$ cat config.mk
export PLATFORM = sky130hd
export DESIGN_NAME = prog_loader_flat
export DESIGN_NICKNAME = d
export VERILOG_FILES = /design/src/rtl/prog_loader_if.sv /design/src/rtl/prog_loader.sv /design/src/flat_wrapper.sv
export SDC_FILE = /design/constraint.sdc
export NUM_CORES = 1
export LEC_CHECK = 0
export ABC_AREA = 1
export CAP_MARGIN = 20
export CORE_MARGIN = 2
export CORE_UTILIZATION = 35
export CTS_BUF_LIST = sky130_fd_sc_hd__clkbuf_2
export CTS_CLUSTER_SIZE = 28
export DETAILED_ROUTE_END_ITERATION = 10
export PLACE_DENSITY_LB_ADDON = 0.08
export REMOVE_ABC_BUFFERS = 1
export SLEW_MARGIN = 15
export SYNTH_ARGS = -nofsm -noshare
export SYNTH_HDL_FRONTEND = slang
export SYNTH_SLANG_ARGS = --single-unit
$ cat constraint.sdc
create_clock -name clk -period 6.2 [get_ports clk]
set_input_delay 1.24 -clock clk [delete_from_list [all_inputs] [get_ports clk]]
set_output_delay 1.24 -clock clk [all_outputs]
set_load 0.02 [all_outputs]
$ cat src/rtl/prog_loader_if.sv
// Loader pin/bus bundle: nibble-serial program input, instruction fetch port and core control.
interface prog_loader_if;
  logic       load_req;
  logic       nib_strb;
  logic [3:0] nib_data;
  logic [3:0] rd_addr;
  logic [7:0] rd_data;
  logic       core_run;
  logic       core_rst;
  logic       loading;
  logic [3:0] load_addr;

  modport master (
    output load_req, nib_strb, nib_data, rd_addr,
    input  rd_data, core_run, core_rst, loading, load_addr
  );

  modport slave (
    input  load_req, nib_strb, nib_data, rd_addr,
    output rd_data, core_run, core_rst, loading, load_addr
  );
endinterface

$ cat src/rtl/prog_loader.sv
// 16x8 instruction store loaded nibble-by-nibble from asynchronous pins; holds and
// restarts the core around each load session.
module prog_loader (
  input logic         clk,
  input logic         rst,
  prog_loader_if.slave bus
);

  typedef enum logic [1:0] {IDLE, LOAD_HI, LOAD_LO, DONE} state_t;

  state_t     state;
  logic       load_p0, load_p1;
  logic       strb_p0, strb_p1, strb_p2;
  logic       load_s;
  logic       strb_edge;
  logic       mem_we;
  logic [3:0] hi_nib;
  logic [3:0] load_addr;
  logic       core_run_r;
  logic       core_rst_r;
  logic       loading_r;
  logic [7:0] mem [16];

  // Synchronizer stages; the third strobe flop only exists to detect the rising edge
  always_ff @(posedge clk or posedge rst) begin
    if (rst) begin
      load_p0 <= 1'b0;
      load_p1 <= 1'b0;
      strb_p0 <= 1'b0;
      strb_p1 <= 1'b0;
      strb_p2 <= 1'b0;
    end else begin
      load_p0 <= bus.load_req;
      load_p1 <= load_p0;
      strb_p0 <= bus.nib_strb;
      strb_p1 <= strb_p0;
      strb_p2 <= strb_p1;
    end
  end

  assign load_s    = load_p1;
  assign strb_edge = strb_p1 & ~strb_p2;

  // An abort (load_s low) in the same cycle as a strobe edge suppresses the write
  assign mem_we = (state == LOAD_LO) && load_s && strb_edge;

  always_ff @(posedge clk or posedge rst) begin
    if (rst) begin
      for (int i = 0; i < 16; i++) mem[i] <= 8'h0B;
    end else if (mem_we) begin
      mem[load_addr] <= {hi_nib, bus.nib_data};
    end
  end

  // Loader FSM; core_run/core_rst/loading are registered alongside the state
  always_ff @(posedge clk or posedge rst) begin
    if (rst) begin
      state      <= IDLE;
      load_addr  <= 4'd0;
      hi_nib     <= 4'd0;
      core_run_r <= 1'b1;
      core_rst_r <= 1'b0;
      loading_r  <= 1'b0;
    end else begin
      core_rst_r <= 1'b0;
      case (state)
        IDLE: begin
          if (load_s) begin
            state      <= LOAD_HI;
            load_addr  <= 4'd0;
            core_rst_r <= 1'b1;
            core_run_r <= 1'b0;
            loading_r  <= 1'b1;
          end
        end
        LOAD_HI: begin
          if (!load_s) begin
            state      <= IDLE;
            hi_nib     <= 4'd0;
            core_rst_r <= 1'b1;
            core_run_r <= 1'b1;
            loading_r  <= 1'b0;
          end else if (strb_edge) begin
            hi_nib <= bus.nib_data;
            state  <= LOAD_LO;
          end
        end
        LOAD_LO: begin
          if (!load_s) begin
            state      <= IDLE;
            hi_nib     <= 4'd0;
            core_rst_r <= 1'b1;
            core_run_r <= 1'b1;
            loading_r  <= 1'b0;
          end else if (strb_edge) begin
            if (load_addr == 4'd15) begin
              state      <= DONE;
              load_addr  <= 4'd0;
              core_rst_r <= 1'b1;
              core_run_r <= 1'b1;
              loading_r  <= 1'b0;
            end else begin
              load_addr <= load_addr + 4'd1;
              state     <= LOAD_HI;
            end
          end
        end
        DONE: begin
          if (!load_s) state <= IDLE;
        end
        default: state <= IDLE;
      endcase
    end
  end

  assign bus.rd_data   = mem[bus.rd_addr];
  assign bus.core_run  = core_run_r;
  assign bus.core_rst  = core_rst_r;
  assign bus.loading   = loading_r;
  assign bus.load_addr = load_addr;

endmodule
$ cat src/flat_wrapper.sv
// flat-port wrapper written by rule: the top's interface ports become plain ports
module prog_loader_flat 
  (clk, rst, bus_load_req, bus_nib_strb, bus_nib_data, bus_rd_addr, bus_rd_data, bus_core_run, bus_core_rst, bus_loading, bus_load_addr);
  prog_loader_if bus_i ();
  input logic clk;
  input logic rst;
  input wire logic [$bits(bus_i.load_req)-1:0] bus_load_req;
  input wire logic [$bits(bus_i.nib_strb)-1:0] bus_nib_strb;
  input wire logic [$bits(bus_i.nib_data)-1:0] bus_nib_data;
  input wire logic [$bits(bus_i.rd_addr)-1:0] bus_rd_addr;
  output wire logic [$bits(bus_i.rd_data)-1:0] bus_rd_data;
  output wire logic [$bits(bus_i.core_run)-1:0] bus_core_run;
  output wire logic [$bits(bus_i.core_rst)-1:0] bus_core_rst;
  output wire logic [$bits(bus_i.loading)-1:0] bus_loading;
  output wire logic [$bits(bus_i.load_addr)-1:0] bus_load_addr;
  assign bus_i.load_req = bus_load_req;
  assign bus_i.nib_strb = bus_nib_strb;
  assign bus_i.nib_data = bus_nib_data;
  assign bus_i.rd_addr = bus_rd_addr;
  assign bus_rd_data = bus_i.rd_data;
  assign bus_core_run = bus_i.core_run;
  assign bus_core_rst = bus_i.core_rst;
  assign bus_loading = bus_i.loading;
  assign bus_load_addr = bus_i.load_addr;
  prog_loader u_core (.clk(clk), .rst(rst), .bus(bus_i));
endmodule
Word level (Yosys, flattened, before mapping)

Index checks and enable logic that the tools add are counted.

Flip-flop bits (word level): 146
Bits in read-only memories: 0
Input port bits: 12
Memories: 0
Bits in latches: 0
Bits in writable memories: 0

Add/subtract/negate cells: 1
Eq/ne operators: 13
Shift operators: 0
Divide/modulo/power cells: 0
Reductions and logical operators: 11
Multiply operators: 0
Magnitude comparators: 3
Mux-type cells: 41
Bitwise logic cells: 4

Operator list:

| cell                                                        | number |
|---|---|
| bitwise mux 128 bit                                         | 1 |
| binary-select mux 8 bit (select 4 bit)                      | 1 |
| demux 8 bit (select 4 bit)                                  | 1 |
| 2-to-1 mux 4 bit                                            | 7 |
| 2-to-1 mux 8 bit                                            | 3 |
| case mux 4 bit (2 select lines)                             | 2 |
| 2-to-1 mux 1 bit                                            | 15 |
| 2-to-1 mux 2 bit                                            | 7 |
| greater-or-equal comparator 5 bit (second input constant)   | 2 |
| NOT 4 -> 5 bit                                              | 2 |
| != test 3 bit (second input constant)                       | 3 |
| case mux 1 bit (3 select lines)                             | 3 |
| case mux 2 bit (4 select lines)                             | 1 |
| AND reduction 4 bit                                         | 2 |
| != test 2 x 1 -> 1 bit (second input constant)              | 3 |
| != test 2 bit (second input constant)                       | 3 |
| less-than comparator 5 x 1 -> 1 bit (second input constant) | 1 |
| AND reduction 5 bit                                         | 1 |
| adder 4 x 1 -> 4 bit (second input constant)                | 1 |
| == test 2 bit (second input constant)                       | 2 |
| == test 4 bit (second input constant)                       | 1 |
| nonzero test 2 bit                                          | 2 |
| logical AND 1 bit                                           | 3 |
| AND reduction 3 bit                                         | 1 |
| 5 further kinds                                             | 5 |

Logic depth before layout (Yosys ltp)

Depth in word-level cells: 6
Depth in mapped cells: 9

Worst setup path before layout

No wires, ideal clock.

Path kind: in2out
Start: in bus_rd_addr[0]
End: out bus_rd_data[5]
Data arrival time: 2.242 ns
Required time: 4.960 ns
Path buffers: 2
Slack: 2.718 ns
Stages on the path: 8
Cells stage by stage: clkbuf_1 > buf_1 > nand2_1 > nand2_1 > nand2_1 > nand3_1 > nand3_1 > nand2_1

Word-level cells in the longest chain between the ends: 4

Ends and longest elaborated chain:

| element                                             | RTL line           | source |
|---|---|---|
| start, declared                                     | flat_wrapper.sv:10 | `input wire logic [$bits(bus_i.rd_addr)-1:0] bus_rd_addr;` |
| NOT 4 -> 5 bit (not written as such)                | prog_loader.sv:116 | `assign bus.rd_data = mem[bus.rd_addr];` |
| binary-select mux 8 bit (select 4 bit)              | prog_loader.sv:116 |  |
| 2-to-1 mux 8 bit (not written as such) (2 in a row) | prog_loader.sv:116 |  |
| end, declared                                       | flat_wrapper.sv:11 | `output wire logic [$bits(bus_i.rd_data)-1:0] bus_rd_data;` |

No other way between the ends. The select of a mux whose other input is x is not followed.

Worst setup path in the final report

Start: in bus_rd_addr[1]
End: out bus_rd_data[4]

The elaborated chain is that of the path after synthesis.

==> flow_metrics.env <==
export IMPL_outcome="completed"
export IMPL_dp_cells=1175
export IMPL_io_buffers=26
export IMPL_drive_above_1_share_pct=10.67
export IMPL_place_congestion=0.7708
export IMPL_worstMarginPinSlew_ps=976.1
export IMPL_crit_required_ps=4960
export IMPL_crit_family="buffers and inverters"
export IMPL_slowest_stage="inv_1"
export IMPL_critPathMaxStageDelay_ps=720
export IMPL_synthesis_instances=922
export IMPL_combPwrFrac_pct=19.4
export IMPL_grt_max_degree=86
export IMPL_ys_ff_latch=146
export IMPL_maxSlewViolCount=0
export IMPL_cts_tree="built"
export IMPL_start_util_pct=35.77
export IMPL_rsz0062_at_grt="no"
export IMPL_cp_depth=8
export IMPL_power_density_mw_per_mm2=264.1
export IMPL_p_sw_w=0.0006834
export IMPL_cts_buffers=17
export IMPL_yosys_cell_types_count=24
export IMPL_hold_violations=0
export IMPL_fmax_mhz=204.9
export IMPL_intPower_w=0.001410
export IMPL_clockBufferDepth=2
export IMPL_place_area_mm2=0.007644
export IMPL_cap_viol_max_count=0
export IMPL_antenna_found_initial=1
export IMPL_num_rows=52
export IMPL_setup_ws_ps=1320
export IMPL_final_common_cell="nand2_1"
export IMPL_yosysWarnings=0
export IMPL_wl_per_cell_um=16.68
export IMPL_grt_pass1_wl_mm=33.03
export IMPL_synthToLayoutAreaGrowth_pct=9.150
export IMPL_postSynthAreaPerCell_um2=7.875
export IMPL_crit_type="in -> out"
export IMPL_leakage_nw=4.172
export IMPL_first_pass_iters=5
export IMPL_total_power_w=0.002093
export IMPL_grt_util_all_layers_pct=19.66
export IMPL_clock_power_share_pct=30.0
export IMPL_clk_pin_slew_worst_paths_ps=200
export IMPL_irDropWorstVdd_v=0.0001803
export IMPL_cts_root_buffer_cell="clkbuf_2"
export IMPL_final_cells=1208
export IMPL_pre_cts_ws_ps=1286
export IMPL_vias=5744
export IMPL_clock_skew_ps=32.93
export IMPL_core_area_mm2=0.02030
export IMPL_seq_power_share_pct=50.6
export IMPL_wirelength_mm=20.14
export IMPL_drt_iter0_drc=484
export IMPL_h_tree_depth=4
export IMPL_period_share_pct=78.72
export IMPL_dp_hpwl_mm=12.75
export IMPL_overflow=0
export IMPL_drc=0
export IMPL_path_cells="clkdlybuf4s50_1 -> inv_1 -> buf_4 -> nand3_1 -> nand3_1 -> nand3_1 -> nand2_1 -> clkdlybuf4s50_1"
export IMPL_fp_dieArea_mm2=0.02191
export IMPL_hold_buffers=0
export IMPL_worstPathArrival_ps=3640
export IMPL_crit_buf_inv=4
export IMPL_antenna_left=0
export IMPL_final_cell_mix="321 x nand2_1, 136 x o21ai_0, 119 x inv_1"
export IMPL_grt_pass1_vias=5664
export IMPL_end_kind="output pin"
export IMPL_die_height_um=148.0
export IMPL_final_nets=946
export IMPL_syn_area_mm2=0.007261
export IMPL_rr_worst_depth=6
export IMPL_finalSetupViolCount=0
export IMPL_critPathLaunchType="input port"
export IMPL_holdPathStages=0
export IMPL_viasPerCell=4.755
export IMPL_clk_latency_ps=710
export IMPL_sw_frac_of_total_pct=32.65
export IMPL_crit_fanout=25
export IMPL_ios=27
export IMPL_cts_setup_buffers=0
export IMPL_finalInstanceArea_mm2=0.007925
export IMPL_layout_min_cycle_time_ps=4880
export IMPL_synth_seq_area_share_pct=51.16
export IMPL_cts_resized_gates=0
export IMPL_finalSetupTns_ps=0
export IMPL_relSlewSlack_pct=34.86
export IMPL_cpMostUsedCell="nand3_1"
export IMPL_worstHoldPathType="reg -> reg"
export IMPL_die_x_um=148.0
export IMPL_cts_sinks=146
worst reg2reg max path, stage by stage, from the launching register on:
cell and delay, ps:
dfrtp_1 470, inv_1 130, ha_1 230, nand2_2 120
nor2_4 540, nand4_1 800, o21ai_0 450
state kept, by name, summed over array words and instances, names as in the netlist:
register,cells
u_core.bus.load_addr,4
u_core.hi_nib,4
u_core.strb_p2,1
u_core.bus.core_rst,1
u_core.load_p0,1
u_core.load_p1,1
u_core.mem,128
u_core.strb_p0,1
u_core.bus.core_run,1
u_core.bus.loading,1
u_core.strb_p1,1
u_core.state,2
worst paths after layout:
kind,from,end,slack (ps)
setup / recovery,bus_rd_addr[1],bus_rd_data[4],1320
hold / removal,u_core.strb_p0,u_core.strb_p1,370
setup reg to reg,u_core.state[0],u_core.mem[67],3380
hold reg to reg,u_core.strb_p0,u_core.strb_p1,370
max in group asynchronous,rst,u_core.mem[105],4170
min in group asynchronous,rst,u_core.mem[30],1020
layer usage:
metal,up-vias,global-route usage (%),wire length [um]
li1,2904,-,-
met1,2724,29.21,10420
met2,95,28.70,8534
met3,21,4.074,745
met4,0,6.190,445
met5,-,0,0
power groups by stage:
stage	combinational [W]	sequential [W]	clock [W]
global placement	0.000416	0.00107	0
finish	0.000406	0.00106	0.000629
detailed placement	0.000414	0.00107	0
floorplan	0.000234	0.00108	0
CTS	0.000417	0.00106	0.000650
global route	0.000469	0.00107	0.000692
stage by stage:
stage	utilization, %	hold slack [ps]
finish	39.04	374.9
global route	39.04	387.5
CTS	39.03	378.6
detailed placement	37.65	336.5
global placement	37.65	332.2
floorplan	-	331.2
area by class of cell:
type / instances / area, um2
fill: 2180 / 12370
sequential: 146 / 3715
multi-input combinational: 602 / 2809
inverter: 123 / 466.7
tap: 270 / 337.8
timing repair buffer: 34 / 315.3
clock inverter: 14 / 188.9
clock buffer: 18 / 90.09
antenna: 1 / 2.502
synth_stat cells:
cell type	number	area, um2
nor3b_1	1	7.510
buf_6	8	90.09
o21ai_0	136	680.7
inv_1	120	450.4
nand2_2	2	12.51
buf_1	4	15.01
clkbuf_1	28	105.1
nor2_1	5	18.77
o21ai_1	4	20.02
nand4_1	11	68.82
buf_8	1	15.01
xor2_1	1	8.760
nand2_1	321	1205
buf_2	10	50.05
inv_2	1	3.750
dfstp_2	49	1287
ha_1	10	125.1
nand4_4	6	127.6
o21bai_1	1	7.510
clkinv_1	2	7.510
a21oi_1	2	10.01
dfrtp_1	97	2427
nand3_1	101	505.5
nor2_4	1	11.26
cells by family after synthesis:
family          count (synthesis)  share of synthesized area, %
fa+ha+maj                      10                         1.723
flops                         146                         51.16
compound gates                143                         9.891
buf+inv                       174                         10.15
simple gates                  448                         26.95
xor+xnor                        1                        0.1206
(Power assumes the default switching activity.)
